[config.mk]
export PLATFORM = sky130hd
export DESIGN_NAME = ex_hazard_sequencer_flat
export DESIGN_NICKNAME = d
export VERILOG_FILES = /design/src/rtl/ex_hazard_sequencer_if.sv /design/src/rtl/ex_hazard_sequencer.sv /design/src/flat_wrapper.sv
export SDC_FILE = /design/constraint.sdc
export NUM_CORES = 1
export LEC_CHECK = 0
export CORE_MARGIN = 2
export CORE_UTILIZATION = 41
export DETAILED_ROUTE_END_ITERATION = 10
export PLACE_DENSITY = 0.8
export SYNTH_ARGS = -nofsm -noshare
export SYNTH_HDL_FRONTEND = slang
export SYNTH_SLANG_ARGS = --single-unit
[constraint.sdc]
create_clock -name clk -period 2.7 [get_ports clk]
set_input_delay 0.54 -clock clk [delete_from_list [all_inputs] [get_ports clk]]
set_output_delay 0.54 -clock clk [all_outputs]
set_load 0.03 [all_outputs]
[src/rtl/ex_hazard_sequencer_if.sv]
// Hazard/sequencing bundle between the pipeline datapath and the hazard sequencer.
// master: pipeline side (drives register ids and stage flags, receives controls).
// slave:  hazard sequencer side.
interface ex_hazard_sequencer_if #(
   parameter int unsigned CNT_WIDTH = 16
);
   logic [4:0]           rs1_D;
   logic [4:0]           rs2_D;
   logic [4:0]           rs1_E;
   logic [4:0]           rs2_E;
   logic [4:0]           rd_E;
   logic [4:0]           rd_M;
   logic [4:0]           rd_W;
   logic                 RegWrite_M;
   logic                 RegWrite_W;
   logic                 MemRead_E;
   logic                 PCSrc_E;
   logic                 MultiCycle_E;
   logic [1:0]           ForwardA_E;
   logic [1:0]           ForwardB_E;
   logic                 Stall_F;
   logic                 Stall_D;
   logic                 Stall_E;
   logic                 Flush_D;
   logic                 Flush_E;
   logic                 Bubble_M;
   logic                 mc_busy;
   logic                 mc_done;
   logic [CNT_WIDTH-1:0] stall_cnt;

   modport master (
      output rs1_D, rs2_D, rs1_E, rs2_E, rd_E, rd_M, rd_W,
      output RegWrite_M, RegWrite_W, MemRead_E, PCSrc_E, MultiCycle_E,
      input  ForwardA_E, ForwardB_E, Stall_F, Stall_D, Stall_E,
      input  Flush_D, Flush_E, Bubble_M, mc_busy, mc_done, stall_cnt
   );

   modport slave (
      input  rs1_D, rs2_D, rs1_E, rs2_E, rd_E, rd_M, rd_W,
      input  RegWrite_M, RegWrite_W, MemRead_E, PCSrc_E, MultiCycle_E,
      output ForwardA_E, ForwardB_E, Stall_F, Stall_D, Stall_E,
      output Flush_D, Flush_E, Bubble_M, mc_busy, mc_done, stall_cnt
   );
endinterface

[src/rtl/ex_hazard_sequencer.sv]
// Hazard and sequencing controller for the 5-stage pipeline: execute-stage forwarding
// selects, load-use and taken-branch handling, a multi-cycle execute hold FSM and a
// saturating stall-cycle counter.
module ex_hazard_sequencer #(
   parameter int unsigned MC_LATENCY = 8,
   parameter int unsigned CNT_WIDTH  = 16
) (
   input logic                  clk,
   input logic                  rst_n,
   ex_hazard_sequencer_if.slave hz
);

   localparam int unsigned McCntW = $clog2(MC_LATENCY);
   localparam logic [McCntW-1:0] McLoad = McCntW'(MC_LATENCY - 2);

   typedef enum logic [1:0] {StIdle, StBusy, StDone} mc_state_e;

   mc_state_e            state_q, state_d;
   logic [McCntW-1:0]    cnt_q, cnt_d;
   logic [CNT_WIDTH-1:0] stall_cnt_q, stall_cnt_d;

   logic       mc_busy, mc_done, lu, br;
   logic [1:0] fwd_a, fwd_b;
   logic       stall_f, stall_d, stall_e, flush_d, flush_e, bubble_m;

   // Memory stage wins over writeback; x0 is never forwarded.
   function automatic logic [1:0] fwd_sel(input logic [4:0] rs, input logic [4:0] rd_m,
                                          input logic wr_m, input logic [4:0] rd_w,
                                          input logic wr_w);
      if (wr_m && (rd_m != 5'd0) && (rd_m == rs)) return 2'b10;
      if (wr_w && (rd_w != 5'd0) && (rd_w == rs)) return 2'b01;
      return 2'b00;
   endfunction

   // FSM state, occupancy counter and stall counter registers.
   always_ff @(posedge clk or negedge rst_n) begin
      if (!rst_n) begin
         state_q     <= StIdle;
         cnt_q       <= '0;
         stall_cnt_q <= '0;
      end else begin
         state_q     <= state_d;
         cnt_q       <= cnt_d;
         stall_cnt_q <= stall_cnt_d;
      end
   end

   // Multi-cycle FSM next state; mc_busy covers the detect cycle and every BUSY cycle.
   always_comb begin
      state_d = state_q;
      cnt_d   = cnt_q;
      mc_busy = 1'b0;
      mc_done = 1'b0;
      unique case (state_q)
         StIdle: begin
            if (hz.MultiCycle_E) begin
               mc_busy = 1'b1;
               if (MC_LATENCY > 2) begin
                  state_d = StBusy;
                  cnt_d   = McLoad;
               end else begin
                  state_d = StDone;
               end
            end
         end
         StBusy: begin
            mc_busy = 1'b1;
            cnt_d   = cnt_q - McCntW'(1);
            // Leave once the counter would reach zero, giving MC_LATENCY-2 BUSY cycles.
            if (cnt_q == McCntW'(1)) state_d = StDone;
         end
         StDone: begin
            // MultiCycle_E here still belongs to the finishing op.
            mc_done = 1'b1;
            state_d = StIdle;
         end
         default: state_d = StIdle;
      endcase
   end

   // Hazard controls; outputs are forced quiet while reset is held.
   always_comb begin
      lu       = hz.MemRead_E && (hz.rd_E != 5'd0) &&
                 ((hz.rd_E == hz.rs1_D) || (hz.rd_E == hz.rs2_D));
      br       = hz.PCSrc_E;
      fwd_a    = fwd_sel(hz.rs1_E, hz.rd_M, hz.RegWrite_M, hz.rd_W, hz.RegWrite_W);
      fwd_b    = fwd_sel(hz.rs2_E, hz.rd_M, hz.RegWrite_M, hz.rd_W, hz.RegWrite_W);
      stall_f  = 1'b0;
      stall_d  = 1'b0;
      stall_e  = 1'b0;
      flush_d  = 1'b0;
      flush_e  = 1'b0;
      bubble_m = 1'b0;
      if (mc_busy) begin
         // The multi-cycle op owns E; decode hazards wait until it releases.
         stall_f  = 1'b1;
         stall_d  = 1'b1;
         stall_e  = 1'b1;
         bubble_m = 1'b1;
      end else begin
         stall_f = lu && !br;
         stall_d = lu && !br;
         flush_d = br;
         flush_e = br || lu;
      end
      if (!rst_n) begin
         fwd_a    = 2'b00;
         fwd_b    = 2'b00;
         stall_f  = 1'b0;
         stall_d  = 1'b0;
         stall_e  = 1'b0;
         flush_d  = 1'b0;
         flush_e  = 1'b0;
         bubble_m = 1'b0;
      end
   end

   // Saturating count of PC-hold cycles.
   always_comb begin
      stall_cnt_d = stall_cnt_q;
      if (stall_f && !(&stall_cnt_q)) stall_cnt_d = stall_cnt_q + CNT_WIDTH'(1);
   end

   assign hz.ForwardA_E = fwd_a;
   assign hz.ForwardB_E = fwd_b;
   assign hz.Stall_F    = stall_f;
   assign hz.Stall_D    = stall_d;
   assign hz.Stall_E    = stall_e;
   assign hz.Flush_D    = flush_d;
   assign hz.Flush_E    = flush_e;
   assign hz.Bubble_M   = bubble_m;
   assign hz.mc_busy    = mc_busy && rst_n;
   assign hz.mc_done    = mc_done && rst_n;
   assign hz.stall_cnt  = stall_cnt_q;

endmodule

[src/flat_wrapper.sv]
// flat-port wrapper written by rule: the top's interface ports become plain ports
module ex_hazard_sequencer_flat 
#(
   parameter int unsigned MC_LATENCY = 8,
   parameter int unsigned CNT_WIDTH  = 16
)
  (clk, rst_n, hz_rs1_D, hz_rs2_D, hz_rs1_E, hz_rs2_E, hz_rd_E, hz_rd_M, hz_rd_W, hz_RegWrite_M, hz_RegWrite_W, hz_MemRead_E, hz_PCSrc_E, hz_MultiCycle_E, hz_ForwardA_E, hz_ForwardB_E, hz_Stall_F, hz_Stall_D, hz_Stall_E, hz_Flush_D, hz_Flush_E, hz_Bubble_M, hz_mc_busy, hz_mc_done, hz_stall_cnt);
  ex_hazard_sequencer_if #(.CNT_WIDTH(CNT_WIDTH)) hz_i ();
  input logic clk;
  input logic rst_n;
  input wire logic [$bits(hz_i.rs1_D)-1:0] hz_rs1_D;
  input wire logic [$bits(hz_i.rs2_D)-1:0] hz_rs2_D;
  input wire logic [$bits(hz_i.rs1_E)-1:0] hz_rs1_E;
  input wire logic [$bits(hz_i.rs2_E)-1:0] hz_rs2_E;
  input wire logic [$bits(hz_i.rd_E)-1:0] hz_rd_E;
  input wire logic [$bits(hz_i.rd_M)-1:0] hz_rd_M;
  input wire logic [$bits(hz_i.rd_W)-1:0] hz_rd_W;
  input wire logic [$bits(hz_i.RegWrite_M)-1:0] hz_RegWrite_M;
  input wire logic [$bits(hz_i.RegWrite_W)-1:0] hz_RegWrite_W;
  input wire logic [$bits(hz_i.MemRead_E)-1:0] hz_MemRead_E;
  input wire logic [$bits(hz_i.PCSrc_E)-1:0] hz_PCSrc_E;
  input wire logic [$bits(hz_i.MultiCycle_E)-1:0] hz_MultiCycle_E;
  output wire logic [$bits(hz_i.ForwardA_E)-1:0] hz_ForwardA_E;
  output wire logic [$bits(hz_i.ForwardB_E)-1:0] hz_ForwardB_E;
  output wire logic [$bits(hz_i.Stall_F)-1:0] hz_Stall_F;
  output wire logic [$bits(hz_i.Stall_D)-1:0] hz_Stall_D;
  output wire logic [$bits(hz_i.Stall_E)-1:0] hz_Stall_E;
  output wire logic [$bits(hz_i.Flush_D)-1:0] hz_Flush_D;
  output wire logic [$bits(hz_i.Flush_E)-1:0] hz_Flush_E;
  output wire logic [$bits(hz_i.Bubble_M)-1:0] hz_Bubble_M;
  output wire logic [$bits(hz_i.mc_busy)-1:0] hz_mc_busy;
  output wire logic [$bits(hz_i.mc_done)-1:0] hz_mc_done;
  output wire logic [$bits(hz_i.stall_cnt)-1:0] hz_stall_cnt;
  assign hz_i.rs1_D = hz_rs1_D;
  assign hz_i.rs2_D = hz_rs2_D;
  assign hz_i.rs1_E = hz_rs1_E;
  assign hz_i.rs2_E = hz_rs2_E;
  assign hz_i.rd_E = hz_rd_E;
  assign hz_i.rd_M = hz_rd_M;
  assign hz_i.rd_W = hz_rd_W;
  assign hz_i.RegWrite_M = hz_RegWrite_M;
  assign hz_i.RegWrite_W = hz_RegWrite_W;
  assign hz_i.MemRead_E = hz_MemRead_E;
  assign hz_i.PCSrc_E = hz_PCSrc_E;
  assign hz_i.MultiCycle_E = hz_MultiCycle_E;
  assign hz_ForwardA_E = hz_i.ForwardA_E;
  assign hz_ForwardB_E = hz_i.ForwardB_E;
  assign hz_Stall_F = hz_i.Stall_F;
  assign hz_Stall_D = hz_i.Stall_D;
  assign hz_Stall_E = hz_i.Stall_E;
  assign hz_Flush_D = hz_i.Flush_D;
  assign hz_Flush_E = hz_i.Flush_E;
  assign hz_Bubble_M = hz_i.Bubble_M;
  assign hz_mc_busy = hz_i.mc_busy;
  assign hz_mc_done = hz_i.mc_done;
  assign hz_stall_cnt = hz_i.stall_cnt;
  ex_hazard_sequencer #(.MC_LATENCY(MC_LATENCY), .CNT_WIDTH(CNT_WIDTH)) u_core (.clk(clk), .rst_n(rst_n), .hz(hz_i));
endmodule
==> Word level (Yosys, flattened, before mapping) <==
Index checks and enable logic that the tools add are counted.
{ "word_totals": {"ff_bits": 21, "inputBits": 42, "out_inout_bits": 28, "word_cells": 72} }
{ "op_classes": {"add_sub_neg": 2, "n_eq_ne": 11, "muxes": 32, "reduce_logical": 24} }
{ "op_table": {"columns": ["operator", "count"], "rows": [
  ["5-bit == test", 6],
  ["2-bit 2-to-1 mux", 12],
  ["16-bit by 1-bit adder with 16-bit output (second input constant)", 1],
  ["1-bit 2-to-1 mux", 16],
  ["16-bit AND reduction", 1],
  ["5-bit nonzero test", 3],
  ["1-bit logical AND", 12],
  ["3-bit case mux with 2 select lines", 1],
  ["2-bit case mux with 2 select lines", 1],
  ["2-bit AND reduction", 2],
  ["3-bit by 1-bit == test with 1-bit output (second input constant)", 1],
  ["3-bit 2-to-1 mux", 1],
  ["3-bit by 1-bit subtractor with 3-bit output (second input constant)", 1],
  ["2-bit by 1-bit == test with 1-bit output (second input constant)", 1],
  ["2-bit == test (second input constant)", 1],
  ["1-bit zero test", 2],
  ["2-bit zero test", 1],
  ["1-bit logical OR", 2],
  ["2-bit by 1-bit != test with 1-bit output (second input constant)", 1],
  ["2-bit != test (second input constant)", 1],
  ["1-bit case mux with 2 select lines", 1],
  ["2-bit nonzero test", 1]
]} }

==> Longest topological paths before layout <==
{ "logic_depth": {"word_depth": 8, "depth_mapped": 7, "mapped_depth_nobuf": 6} }

==> Worst setup path before layout <==
OpenSTA, ideal clock, no wires.
{ "synth_timing": {"path_type": "input to output", "start": "in hz_rd_M[0]", "end": "out hz_ForwardA_E[0]", "t_arrival_ns": 2.335, "t_required_ns": 2.160, "setup_slack_ns": -0.175, "cell_stages": 4, "n_path_buf": 0, "path_cell_list": "or4_1 > o21ai_0 > nor4_1 > nor4_1"} }
{ "synth_via": {"elab_chain_cells": 6, "elab_cells_between_ends": 7, "cone_classes": "eq/ne (1); mux (3); reduce/logical (3)"} }
{ "synth_lines": {"columns": ["item", "line", "rtl"], "rows": [
  ["start: declaration", "flat_wrapper.sv:16", "input wire logic [$bits(hz_i.rd_M)-1:0] hz_rd_M;"],
  ["5-bit nonzero test", "ex_hazard_sequencer.sv:30", "if (wr_m && (rd_m != 5'd0) && (rd_m == rs)) return 2'b10;"],
  ["1-bit logical AND", "ex_hazard_sequencer.sv:30", null],
  ["1-bit logical AND (*)", "ex_hazard_sequencer.sv:30", null],
  ["1-bit 2-to-1 mux (*)", "ex_hazard_sequencer.sv:30", null],
  ["2-bit 2-to-1 mux (*)", "ex_hazard_sequencer.sv:31", "if (wr_w && (rd_w != 5'd0) && (rd_w == rs)) return 2'b01;"],
  ["2-bit 2-to-1 mux (*)", "ex_hazard_sequencer.sv:106", "if (!rst_n) begin"],
  ["end: declaration", "flat_wrapper.sv:23", "output wire logic [$bits(hz_i.ForwardA_E)-1:0] hz_ForwardA_E;"]
]} }
Mark *: on every way between the ends. The rest lies on a longest branch, timed or not.

==> Worst setup path in the final report <==
{ "layout_timing": {"start": "in hz_RegWrite_W", "end": "out hz_ForwardA_E[0]"} }
{ "layout_via": {"elab_chain_cells": 7, "elab_cells_between_ends": 8, "cone_classes": "mux (6); reduce/logical (2)"} }
{ "layout_lines": {"columns": ["item", "line", "rtl"], "rows": [
  ["start: declaration", "flat_wrapper.sv:19", "input wire logic [$bits(hz_i.RegWrite_W)-1:0] hz_RegWrite_W;"],
  ["1-bit logical AND (*) (2 in a row)", "ex_hazard_sequencer.sv:31", null],
  ["1-bit 2-to-1 mux (2 in a row)", "ex_hazard_sequencer.sv:31", null],
  ["2-bit 2-to-1 mux (*)", "ex_hazard_sequencer.sv:32", "return 2'b00;"],
  ["2-bit 2-to-1 mux (*)", "ex_hazard_sequencer.sv:31", null],
  ["2-bit 2-to-1 mux (*)", "ex_hazard_sequencer.sv:106", null]
]} }
Mark *: on every way between the ends. The rest lies on a longest branch, timed or not. The select of a mux whose other input is x is not followed.

==> impl_metrics.env <==
export IMPL_status="finished clean"
export IMPL_core_area_um2=3416
export IMPL_root_buffer="clkbuf_4"
export IMPL_via_per_inst=5.158
export IMPL_h_tree_depth=1
export IMPL_max_freq_ghz=0.3796
export IMPL_gp_congestion=0.7997
export IMPL_insertion_delay_ps=300
export IMPL_end_kind="primary output"
export IMPL_die_h_um=64.16
export IMPL_synth_edf_count=0
export IMPL_die_w_um=64.16
export IMPL_cts_sinks=21
export IMPL_slew_headroom_pct=73.23
export IMPL_yosysSeqAreaShare_pct=35.41
export IMPL_utilization_pct=73.44
export IMPL_async_flop_share_pct=100.0
export IMPL_irDropWorstVdd_v=0.0008338
export IMPL_antenna_found_initial=0
export IMPL_critPathBufInv=2
export IMPL_hold_path_endpoint="u_core.hz.stall_cnt[11]"
export IMPL_r2r_end="u_core.hz.stall_cnt[15]"
export IMPL_grt_pass1_vias=1497
export IMPL_ant_nets=0
export IMPL_synth_cells=157
export IMPL_yosys_warnings=0
export IMPL_muxShareOfSynthArea_pct=2.277
export IMPL_num_vias=1506
export IMPL_timing_rr_start="u_core.state_q[0]"
export IMPL_period_share_pct=97.56
export IMPL_cts_tree="yes"
export IMPL_r2r_cells=9
export IMPL_first_pass_iters=4
export IMPL_die_area_um2=4117
export IMPL_min_delay_path_depth=1
export IMPL_finalSetupViolCount=0
export IMPL_hold_class="reg -> reg"
export IMPL_boundaryPins=70
export IMPL_dp_hpwl_mm=3.056
export IMPL_wire_per_inst_um=14.18
export IMPL_ys_flop_type="dfrtp_1"
export IMPL_holdWs_ps=508.5
export IMPL_worstHoldStart="u_core.hz.stall_cnt[11]"
export IMPL_drv_slew=0
export IMPL_grt_met3_usage_pct=4.225
export IMPL_cts_buffer_depth=2
export IMPL_synthSimpleGateAreaFrac_pct=23.95
export IMPL_synth_top_family_by_area="XOR/XNOR gates"
export IMPL_slowest_stage="or4_4"
export IMPL_drt_initial_drc_count=41
export IMPL_skew_ps=1.330
export IMPL_hold_viol_final=0
export IMPL_worstPathRequired_ps=2160
export IMPL_synth_xor_xnor_area_share_pct=24.79
export IMPL_post_synth_top_area_fraction_pct=35.41
export IMPL_dp_cells=286
export IMPL_wl_mm=4.141
export IMPL_cap_violations=0
export IMPL_synth_ff_latch_count=21
export IMPL_rrSetupSlack_ps=750
export IMPL_period_minus_slack_ps=2634
export IMPL_synthAdderAreaFrac_pct=2.530
export IMPL_synth_compound_area_share_pct=6.998
export IMPL_max_stage_delay_ps=530
export IMPL_path_max_fanout=2
export IMPL_met2_usage_pct=37.89
export IMPL_clk_pin_slew_ps=120
export IMPL_layoutNonFillerInstCount=292
export IMPL_drc=0
export IMPL_num_antenna_cells=0
export IMPL_syn_nets=202
export IMPL_busiest_layer="met2"
export IMPL_gr_total_overflow=0
export IMPL_synth_area_leaders="dfrtp_1 (35%), xor2_1 (14%), xnor2_1 (11%)"
export IMPL_critPathTopFamily="simple AND/OR/NAND/NOR gates"
export IMPL_drive_gt1_share_pct=22.76
export IMPL_grt_use_total_pct=20.72
export IMPL_met1_usage_pct=25.58
export IMPL_synth_area_per_cell_um2=9.452
export IMPL_initial_core_util_pct=43.44
export IMPL_grt_pass1_wl_mm=6.775
export IMPL_nets=292
export IMPL_io_buffers=69
export IMPL_synth_area_leader_cell="dfrtp_1"
export IMPL_start_kind="primary input"
export IMPL_arrival_ps=2090
export IMPL_leakage_nw=1.216
export IMPL_rsz0062_at_grt="no"
export IMPL_crit_type="in -> out"
export IMPL_grt_max_degree=26
export IMPL_cts_buffers=3
export IMPL_worst_pin_slew_ps=398.5
export IMPL_crit_chain="clkdlybuf4s50_1, o211ai_1, or4_4, nor4_2, buf_4"
export IMPL_rows=21
export IMPL_synth_cell_types=32
export IMPL_p_per_area_nw_per_um2=531.5
export IMPL_area_delta_synth_final_pct=69.06
export IMPL_syn_area_um2=1484
worst register-to-register path: stages, from the launching register on:
cell and delay [ps]:
dfrtp_1 480, nor2_1 80, nor2_1 180, nand2_1 160
o41ai_4 100, clkbuf_16 220, buf_4 120, buf_4 120
nand4_1 90, mux2_2 280
kinds of logic after synthesis:
group	Yosys count
AO/OA/AOI/OAI	13
XOR/XNOR	42
adder cells (fa/ha/maj)	3
buffers and inverters	11
flip-flops	21
multiplexers	3
AND/OR/NAND/NOR	64
what timing repair did:
item / CTS / global route
pin swaps: 8 / 10
hold buffers: 0 / 0
setup endpoints to repair: 7 / 7
gates resized for setup: 26 / 23
setup buffers: 2 / 1
cell type report:
type,count,area (µm²)
clock inverter,1,5.005
inverter,6,22.52
sequential,21,525.5
timing repair buffer,90,884.6
clock buffer,3,22.52
fill,246,907.1
tap,46,57.56
multi-input combinational,125,991.0
metrics by stage:
step	instance area (µm²)	setup WS [ps]	total power, mW	TNS (ps)
final	2509	65.81	1.333	0
after global routing	2509	0.6484	1.411	0
after CTS	2430	0.6533	1.317	0
after detailed placement	2332	-214.5	1.153	-1295
after global placement	2332	-151.8	1.136	-917.7
after floorplan	1496	149.0	0.8503	0
synth_stat cells, types with 4 or more instances:
| cell | n |
|---|---|
| xor2_1 | 24 |
| dfrtp_1 | 21 |
| xnor2_1 | 18 |
| nand3_1 | 13 |
| and3_1 | 9 |
| nor2_1 | 9 |
| nand2_1 | 7 |
| inv_1 | 6 |
| nand4_1 | 5 |
| nor3_1 | 4 |
| nor4_1 | 4 |
| o21ai_0 | 4 |
| or4_1 | 4 |
sequential cells by signal, summed over array words and instances, names as in the netlist:
| name | flops |
|---|---|
| u_core.hz.stall_cnt | 16 |
| u_core.state_q | 2 |
| u_core.cnt_q | 3 |
worst max-delay path by stage:
stage                  startpoint  cells past startpoint               end
floorplan              hz_rd_M[0]                      4  hz_ForwardA_E[0]
global placement       hz_rd_M[0]                      6  hz_ForwardB_E[0]
detailed placement     hz_rd_M[0]                      6  hz_ForwardB_E[0]
CTS                    hz_rd_E[2]                      8        hz_Stall_F
global route        hz_RegWrite_W                      5  hz_ForwardA_E[0]
finish              hz_RegWrite_W                      5  hz_ForwardA_E[0]
metal layers:
layer | share of wire (%) | vias to the layer above
met3 | 8.2 | 6
met5 | 0 | -
met4 | 0.70 | 0
met2 | 48 | 78
met1 | 44 | 692
li1 | - | 730
cells in the final DEF (no fill, tap or decap), drive strengths merged, types with 4 or more instances in the layout:
cell type | Yosys | final
inv | 6 | 6
or4 | 5 | 5
and3 | 10 | 10
nand2 | 7 | 7
xnor2 | 18 | 18
nand4 | 5 | 5
nor3 | 5 | 5
dlymetal6s2s | 0 | 16
clkdlybuf4s50 | 0 | 30
dlygate4sd2 | 0 | 11
dfrtp | 21 | 21
nor4 | 4 | 4
clkbuf | 1 | 4
nand3 | 13 | 13
nor2 | 9 | 9
o21ai | 5 | 5
xor2 | 24 | 24
buf | 4 | 32
power by group:
| part | leakage [nW] | internal [mW] | switching, mW |
|---|---|---|---|
| registers | 0.270 | 0.393 | 0.0772 |
| clock network | 0.0177 | 0.0552 | 0.0962 |
| logic | 0.928 | 0.346 | 0.366 |
(Power assumes the default switching activity.)
